<file path="config.mk">
export PLATFORM = sky130hd
export DESIGN_NAME = mvu_lut_stream
export DESIGN_NICKNAME = d
export VERILOG_FILES = /design/src/rtl/mvu_lut_stream.sv
export SDC_FILE = /design/constraint.sdc
export NUM_CORES = 2
export LEC_CHECK = 0
export ABC_AREA = 0
export CAP_MARGIN = 20
export CORE_MARGIN = 1.5
export CORE_UTILIZATION = 50
export DETAILED_ROUTE_END_ITERATION = 7
export PLACE_DENSITY = 0.67
export RECOVER_POWER = 50
export SLEW_MARGIN = 0
export SYNTH_ARGS = -nofsm -noshare
export SYNTH_HDL_FRONTEND = slang
export SYNTH_SLANG_ARGS = --single-unit
</file>
<file path="constraint.sdc">
create_clock -name clk -period 29.2 [get_ports clk]
set_input_delay 2.92 -clock clk [delete_from_list [all_inputs] [get_ports clk]]
set_output_delay 2.92 -clock clk [all_outputs]
set_load 0.01 [all_outputs]
</file>
<file path="src/rtl/mvu_lut_stream.sv">
// rtl/mvu_lut_stream.sv - streaming LUT matrix-vector unit with valid/ready handshakes
// Optional accumulator saturation: define MVU_LUT_STREAM_SAT_EN (default build wraps).
module mvu_lut_stream #(
    parameter int PE                 = 4,
    parameter int SIMD               = 8,
    parameter int ACTIVATION_WIDTH   = 4,
    parameter int WEIGHT_WIDTH       = 4,
    parameter int ACCU_WIDTH         = 16,
    parameter int SIGNED_ACTIVATIONS = 0,
    parameter int SF                 = 16,
    parameter int M_REG              = 1,
    parameter int T_REG              = 1
) (
    input  logic                                  clk,
    input  logic                                  rst,
    input  logic                                  s_valid,
    output logic                                  s_ready,
    input  logic [PE*SIMD*WEIGHT_WIDTH-1:0]       s_w,
    input  logic [SIMD*ACTIVATION_WIDTH-1:0]      s_a,
    output logic                                  m_valid,
    input  logic                                  m_ready,
    output logic [PE*ACCU_WIDTH-1:0]              m_p
);
    localparam int AW = ACTIVATION_WIDTH;
    localparam int WW = WEIGHT_WIDTH;
    localparam int PW = AW + WW;
    localparam int RW = PW + $clog2(SIMD);
    localparam int SW = ((ACCU_WIDTH > RW) ? ACCU_WIDTH : RW) + 1;
    localparam int CW = (SF > 1) ? $clog2(SF) : 1;
    localparam logic [CW-1:0] CNT_LAST = CW'(SF - 1);

    logic w_en;
    logic r_m_valid;
    logic [PE*ACCU_WIDTH-1:0] r_out;

    // A full, unaccepted output register freezes every stage.
    assign w_en    = !(r_m_valid && !m_ready);
    assign s_ready = w_en;
    assign m_valid = r_m_valid;
    assign m_p     = r_out;

    logic [CW-1:0] r_cnt;
    logic r_in_v, r_in_last;
    logic [PE*SIMD*WW-1:0] r_w;
    logic [SIMD*AW-1:0] r_a;

    always_ff @(posedge clk or posedge rst) begin
        if (rst) begin
            r_cnt     <= '0;
            r_in_v    <= 1'b0;
            r_in_last <= 1'b0;
            r_w       <= '0;
            r_a       <= '0;
        end else if (w_en) begin
            r_in_v <= s_valid;
            if (s_valid) begin
                r_w       <= s_w;
                r_a       <= s_a;
                r_in_last <= (r_cnt == CNT_LAST);
                r_cnt     <= (r_cnt == CNT_LAST) ? '0 : r_cnt + 1'b1;
            end
        end
    end

    logic [PE*SIMD*PW-1:0] w_prod;
    logic signed [PW-1:0] w_ax, w_wx;

    always_comb begin
        w_prod = '0;
        w_ax   = '0;
        w_wx   = '0;
        for (int p = 0; p < PE; p++) begin
            for (int s = 0; s < SIMD; s++) begin
                if (SIGNED_ACTIVATIONS != 0)
                    w_ax = PW'($signed(r_a[s*AW +: AW]));
                else
                    w_ax = PW'({1'b0, r_a[s*AW +: AW]});
                w_wx = PW'($signed(r_w[(p*SIMD+s)*WW +: WW]));
                w_prod[(p*SIMD+s)*PW +: PW] = w_ax * w_wx;
            end
        end
    end

    logic [PE*SIMD*PW-1:0] w_m_prod;
    logic w_m_v, w_m_last;

    if (M_REG != 0) begin : g_mreg
        logic [PE*SIMD*PW-1:0] r_prod;
        logic r_v, r_last;
        always_ff @(posedge clk or posedge rst) begin
            if (rst) begin
                r_prod <= '0;
                r_v    <= 1'b0;
                r_last <= 1'b0;
            end else if (w_en) begin
                r_prod <= w_prod;
                r_v    <= r_in_v;
                r_last <= r_in_last;
            end
        end
        assign w_m_prod = r_prod;
        assign w_m_v    = r_v;
        assign w_m_last = r_last;
    end else begin : g_mcomb
        assign w_m_prod = w_prod;
        assign w_m_v    = r_in_v;
        assign w_m_last = r_in_last;
    end

    logic [PE*RW-1:0] w_root;
    logic signed [RW-1:0] w_sum;

    always_comb begin
        w_root = '0;
        w_sum  = '0;
        for (int p = 0; p < PE; p++) begin
            w_sum = '0;
            for (int s = 0; s < SIMD; s++)
                w_sum = w_sum + RW'($signed(w_m_prod[(p*SIMD+s)*PW +: PW]));
            w_root[p*RW +: RW] = w_sum;
        end
    end

    logic [PE*RW-1:0] w_t_root;
    logic w_t_v, w_t_last;

    if (T_REG != 0) begin : g_treg
        logic [PE*RW-1:0] r_root;
        logic r_v, r_last;
        always_ff @(posedge clk or posedge rst) begin
            if (rst) begin
                r_root <= '0;
                r_v    <= 1'b0;
                r_last <= 1'b0;
            end else if (w_en) begin
                r_root <= w_root;
                r_v    <= w_m_v;
                r_last <= w_m_last;
            end
        end
        assign w_t_root = r_root;
        assign w_t_v    = r_v;
        assign w_t_last = r_last;
    end else begin : g_tcomb
        assign w_t_root = w_root;
        assign w_t_v    = w_m_v;
        assign w_t_last = w_m_last;
    end

`ifdef MVU_LUT_STREAM_SAT_EN
    localparam logic signed [SW-1:0] SAT_MAX =
        $signed({{(SW-ACCU_WIDTH+1){1'b0}}, {(ACCU_WIDTH-1){1'b1}}});
    localparam logic signed [SW-1:0] SAT_MIN =
        $signed({{(SW-ACCU_WIDTH+1){1'b1}}, {(ACCU_WIDTH-1){1'b0}}});
`endif

    logic [PE*ACCU_WIDTH-1:0] r_acc, w_next;
    logic signed [SW-1:0] w_wide;

    // The add is done one bit wider than either operand so clamping sees the true sum.
    always_comb begin
        w_next = '0;
        w_wide = '0;
        for (int p = 0; p < PE; p++) begin
            w_wide = SW'($signed(r_acc[p*ACCU_WIDTH +: ACCU_WIDTH]))
                   + SW'($signed(w_t_root[p*RW +: RW]));
`ifdef MVU_LUT_STREAM_SAT_EN
            if (w_wide > SAT_MAX)
                w_next[p*ACCU_WIDTH +: ACCU_WIDTH] = SAT_MAX[ACCU_WIDTH-1:0];
            else if (w_wide < SAT_MIN)
                w_next[p*ACCU_WIDTH +: ACCU_WIDTH] = SAT_MIN[ACCU_WIDTH-1:0];
            else
                w_next[p*ACCU_WIDTH +: ACCU_WIDTH] = w_wide[ACCU_WIDTH-1:0];
`else
            w_next[p*ACCU_WIDTH +: ACCU_WIDTH] = w_wide[ACCU_WIDTH-1:0];
`endif
        end
    end

    always_ff @(posedge clk or posedge rst) begin
        if (rst) begin
            r_acc     <= '0;
            r_out     <= '0;
            r_m_valid <= 1'b0;
        end else if (w_en) begin
            if (w_t_v) begin
                if (w_t_last) begin
                    r_out <= w_next;
                    r_acc <= '0;
                end else begin
                    r_acc <= w_next;
                end
            end
            r_m_valid <= w_t_v && w_t_last;
        end
    end
endmodule
</file>
## After elaboration in Yosys (flattened, before gate mapping)

Cells that the tools add are included.
W data, S select, Z words.

| cells by class | value |
|---|---|
| $add $sub $neg | 33 |
| div/mod/pow operators | 0 |
| muxes and demuxes | 2 |
| reduce and logical (&&, ||, !) cells | 7 |
| bitwise logic cells | 1 |
| shift operators | 0 |
| order comparisons | 0 |
| equal/unequal tests | 1 |
| multipliers | 32 |

Operators by type and width:

| cell | count |
|---|---|
| $mul A5 B4 Y8 | 32 |
| $add A11 B8 Y11 | 16 |
| $add A16 B11 Y16 | 4 |
| $mux W64 | 1 |
| $add A10 B8 Y11 | 4 |
| $add A9 B8 Y10 | 4 |
| $add A8 B8 Y9 | 4 |
| $add A4 B1 Y4 const B | 1 |
| $eq A4 B4 Y1 const B | 1 |
| $mux W4 | 1 |
| $reduce_and A2 Y1 | 2 |
| $reduce_and A3 Y1 | 1 |
| $logic_and A1 B1 Y1 | 2 |
| $logic_not A1 Y1 | 2 |
| $not A1 Y1 | 1 |

| word-level totals | value |
|---|---|
| output and inout port bits | 66 |
| ROM bits | 0 |
| bits in latches | 0 |
| RAM bits | 0 |
| register bits | 599 |
| bits of input ports | 164 |
| word-level logic and storage cells | 90 |
| memories | 0 |

## Depth between registers and ports, before layout

| depth | value |
|---|---|
| depth after elaboration | 7 |
| mapped depth | 17 |
| gate-level depth less buffers | 17 |

## Least setup slack after synthesis

OpenSTA, ideal clock, no wires.

| timing | value |
|---|---|
| path type | input-to-output |
| start point | input port m_ready |
| end point | output port s_ready |
| data arrival time | 4.034 ns |
| path slack | 22.246 ns |
| stages | 6 |
| path buffers | 4 |
| cells stage by stage | nor2b_1 clkbuf_1 inv_2 clkbuf_1 clkbuf_1 clkbuf_1 |

| on the way | value |
|---|---|
| word-level cells in the longest chain between the ends | 3 |

RTL lines:

| what | line | source |
|---|---|---|
| from (decl) | 21 | `input logic m_ready,` |
| $logic_not A1 Y1 | 37 | `assign w_en = !(r_m_valid && !m_ready);` |
| $logic_and A1 B1 Y1 | 37 |  |
| $logic_not A1 Y1 | 37 |  |
| to (decl) | 17 | `output logic s_ready,` |

No other way between the ends.

## Worst setup path after layout

| timing | value |
|---|---|
| start point | input port m_ready |
| end point | register r_acc[30] |

| on the way | value |
|---|---|
| word-level cells in the longest chain between the ends | 4 |

RTL lines:

| what | line | source |
|---|---|---|
| $logic_not A1 Y1 | 37 |  |
| $logic_and A1 B1 Y1 | 37 |  |
| $not A1 Y1 (no line) | - |  |
| $reduce_and A2 Y1 (no line) | - |  |
| to (signal assigned) | 191 | `r_acc <= w_next;` |
| to (decl) | 157 | `logic [PE*ACCU_WIDTH-1:0] r_acc, w_next;` |

No other way between the ends.
A chain may end at the register's enable or synchronous reset.

==> reports/results.ini <==
[logic_synthesis]
synth_nets=6263
yosysTopAreaCell=dfrtp_1
yosys_register_bits=599
syn_area_um2=47300
ys_warn_count=0
ys_seq_area_share_pct=31.7
syn_area_per_cell_um2=9.18
post-synth-top-area-fraction_pct=31.7
ys_top_cells_by_area=dfrtp_1, fa_1, ha_1, nand2_1, inv_1
synth-edff-count=0
postSynthCellCount=5146
synthArstFlopShare_pct=100
synth.distinct_cells=64
synth_ff_type=dfrtp_1

[setup_path]
critical-path-top-delay-family=buffers and inverters
crit_buf_inv=4
critPathMaxStageDelay_ns=5.98
slowest_stage=clkbuf_1
end_kind=flop
cp-start-kind=input pin
arrival_ns=14.53
path_max_fanout=205
crit_type=input pin to flop
cp.required_ns=29.78
path_cells=dlygate4sd3_1 > nor2b_1 > clkinvlp_2 > clkbuf_1 > nand2_4 > nor2_2 > buf_4 > nand4b_1 > nand3_1

[sta]
worst_pin_slew_ns=8.28
final_max_slew_viol_count=895
period_minus_slack_ns=13.95
final.period_utilization_pct=47.8
relSlewSlack_pct=-452
rsz0062_at_grt=no
final-hold-violation-count=0
clock_skew_ns=0.0246
max_freq_mhz=71.7
setup-tns-final_ns=0
finalSetupViolCount=0

[clock_tree]
clk_pin_slew_ns=0.06
clock_path_buffers=3
cts-root-buf=clkbuf_16
ctsHoldBuffers=0
cts_buffers=73
clock-sinks=599
cts_tree=yes
clk_latency_ns=0.65
post-cts-setup-buffers=0
htreeDepth=3
cts_resized=0

[status]
violations=max-capacitance violations, max-slew violations
status=complete, but fails checks

[floorplanning]
die_width_um=310
core_um2=93500
start_util_pct=50.6
die_h_um=310
io_pins=230
rows=112
dieArea_um2=96400

[finish]
nets=6422
final_cell_mix=nand2_1, inv_1, dfrtp_1
fin_cells=6619
syn2layout_area_growth_pct=12.5
fillers=8364
final_common_cell=nand2_1
post-route-util_pct=56.9
drive_above_1_share_pct=3.45

[route]
firstDrtPassIters=5
drc=0
postRouteWirelength_um=113000
via_per_inst=5.15
route.antenna.remaining_nets=0
drtIter0Drc=1882
wl_per_cell_um=17.0
vias=34100

[run]
cap_violations=9

[global_routing]
antenna_found_initial=0
grt_pass1_wl_um=183000
grtUsageTotal_pct=24.3
grt_max_degree=206
grt_overflow=0
grt_pass1_vias=34500

[placement]
gp_congestion=0.880
dp_cells=6484
io_buffers=229
dp_hpwl_um=85200

[worst_hold_path]
hp-class=flop to flop

==> worst paths after layout <==
kind	depth (start not counted)	startpoint	endpoint	slack [ns]
setup / recovery	9	m_ready	r_acc[30]	15.25
hold / removal	2	m_p[35]	m_p[35]	0.47
setup reg to reg	8	m_valid	r_acc[30]	17.54
hold reg to reg	2	m_p[35]	m_p[35]	0.47
max in group asynchronous	3	rst	m_p[53]	15.99
min in group asynchronous	2	rst	g_mreg.r_prod[2]	4.00
==> worst reg2reg max path, stage by stage, from the launching register on <==
cell,delay [ns]
dfrtp_1,0.40
nor2b_1,0.20
clkinvlp_2,2.33
clkbuf_1,6.03
nand2_4,0.94
nor2_2,1.00
buf_4,0.42
nand4b_1,0.17
nand3_1,0.09
==> per-stage QoR <==
stage / hold WS, ns / worst slack (ns) / area [um^2]
2_1_floorplan: 0.439 / 9.51 / 47300
3_3_place_gp: 0.450 / 21.62 / 50700
3_5_place_dp: 0.457 / 21.64 / 50700
4_1_cts: 0.471 / 21.63 / 53200
5_1_grt: 0.490 / 13.77 / 53200
6_report: 0.465 / 15.25 / 53200
==> state kept, by name, indices dropped and copies added, names as in the netlist <==
signal / flops
r_in_last: 1
g_mreg.r_last: 1
g_treg.r_root: 44
m_p: 64
r_acc: 64
g_mreg.r_prod: 256
r_a: 32
r_in_v: 1
g_treg.r_v: 1
r_w: 128
r_cnt: 4
g_treg.r_last: 1
g_mreg.r_v: 1
m_valid: 1
==> cell families (layout without fill, tap and decap cells) <==
| logic type | count (synthesis) | after routing | share of synthesized area (%) |
|---|---|---|---|
| DFF | 599 | 599 | 31.7 |
| muxes | 22 | 22 | 0.516 |
| AOI/OAI and AO/OA | 713 | 713 | 8.99 |
| xor gates and xnor gates | 240 | 240 | 4.54 |
| and+or+nand+nor | 1611 | 1611 | 15.0 |
| adders and majority gates | 953 | 953 | 31.1 |
| other | 0 | 1 | 0 |
| buffers and inverters | 1008 | 1226 | 8.12 |
==> layout make-up <==
| cell class | instances | area (um^2) | area share, % |
|---|---|---|---|
| Multi-Input combinational cell | 3539 | 28400 | 53.5 |
| Clock inverter | 34 | 479 | 0.902 |
| Antenna cell | 1 | 2.50 | 0.00471 |
| Clock buffer | 100 | 2050 | 3.86 |
| Timing Repair Buffer | 259 | 2490 | 4.69 |
| Tap cell | 1254 | 1570 | 2.95 |
| Inverter | 833 | 3130 | 5.89 |
| Sequential cell | 599 | 15000 | 28.2 |
==> Yosys cell counts (all sizes together) (7+ instances only) <==
cell	instances
inv	833
or2	7
mux2	19
fa	368
ha	585
a211oi	12
a31oi	21
o21ai	227
clkbuf	140
a21o	98
buf	35
xnor2	177
o21bai	16
nand4b	9
dfrtp	599
nor3	10
o31ai	22
nand2	968
nor3b	10
a22o	31
nand3	60
a21oi	249
xor2	60
nor2b	9
and3	9
nand2b	64
and2	221
nor2	216
==> layer usage <==
metal	track usage, %	wire, um
met1	36.0	54900
met2	36.8	48600
met3	4.40	6590
met4	5.75	2530
met5	0	0
Power is left out: the tool's default activity adds up to more than one toggle a clock period on the data nets, which glitch-free logic cannot reach.
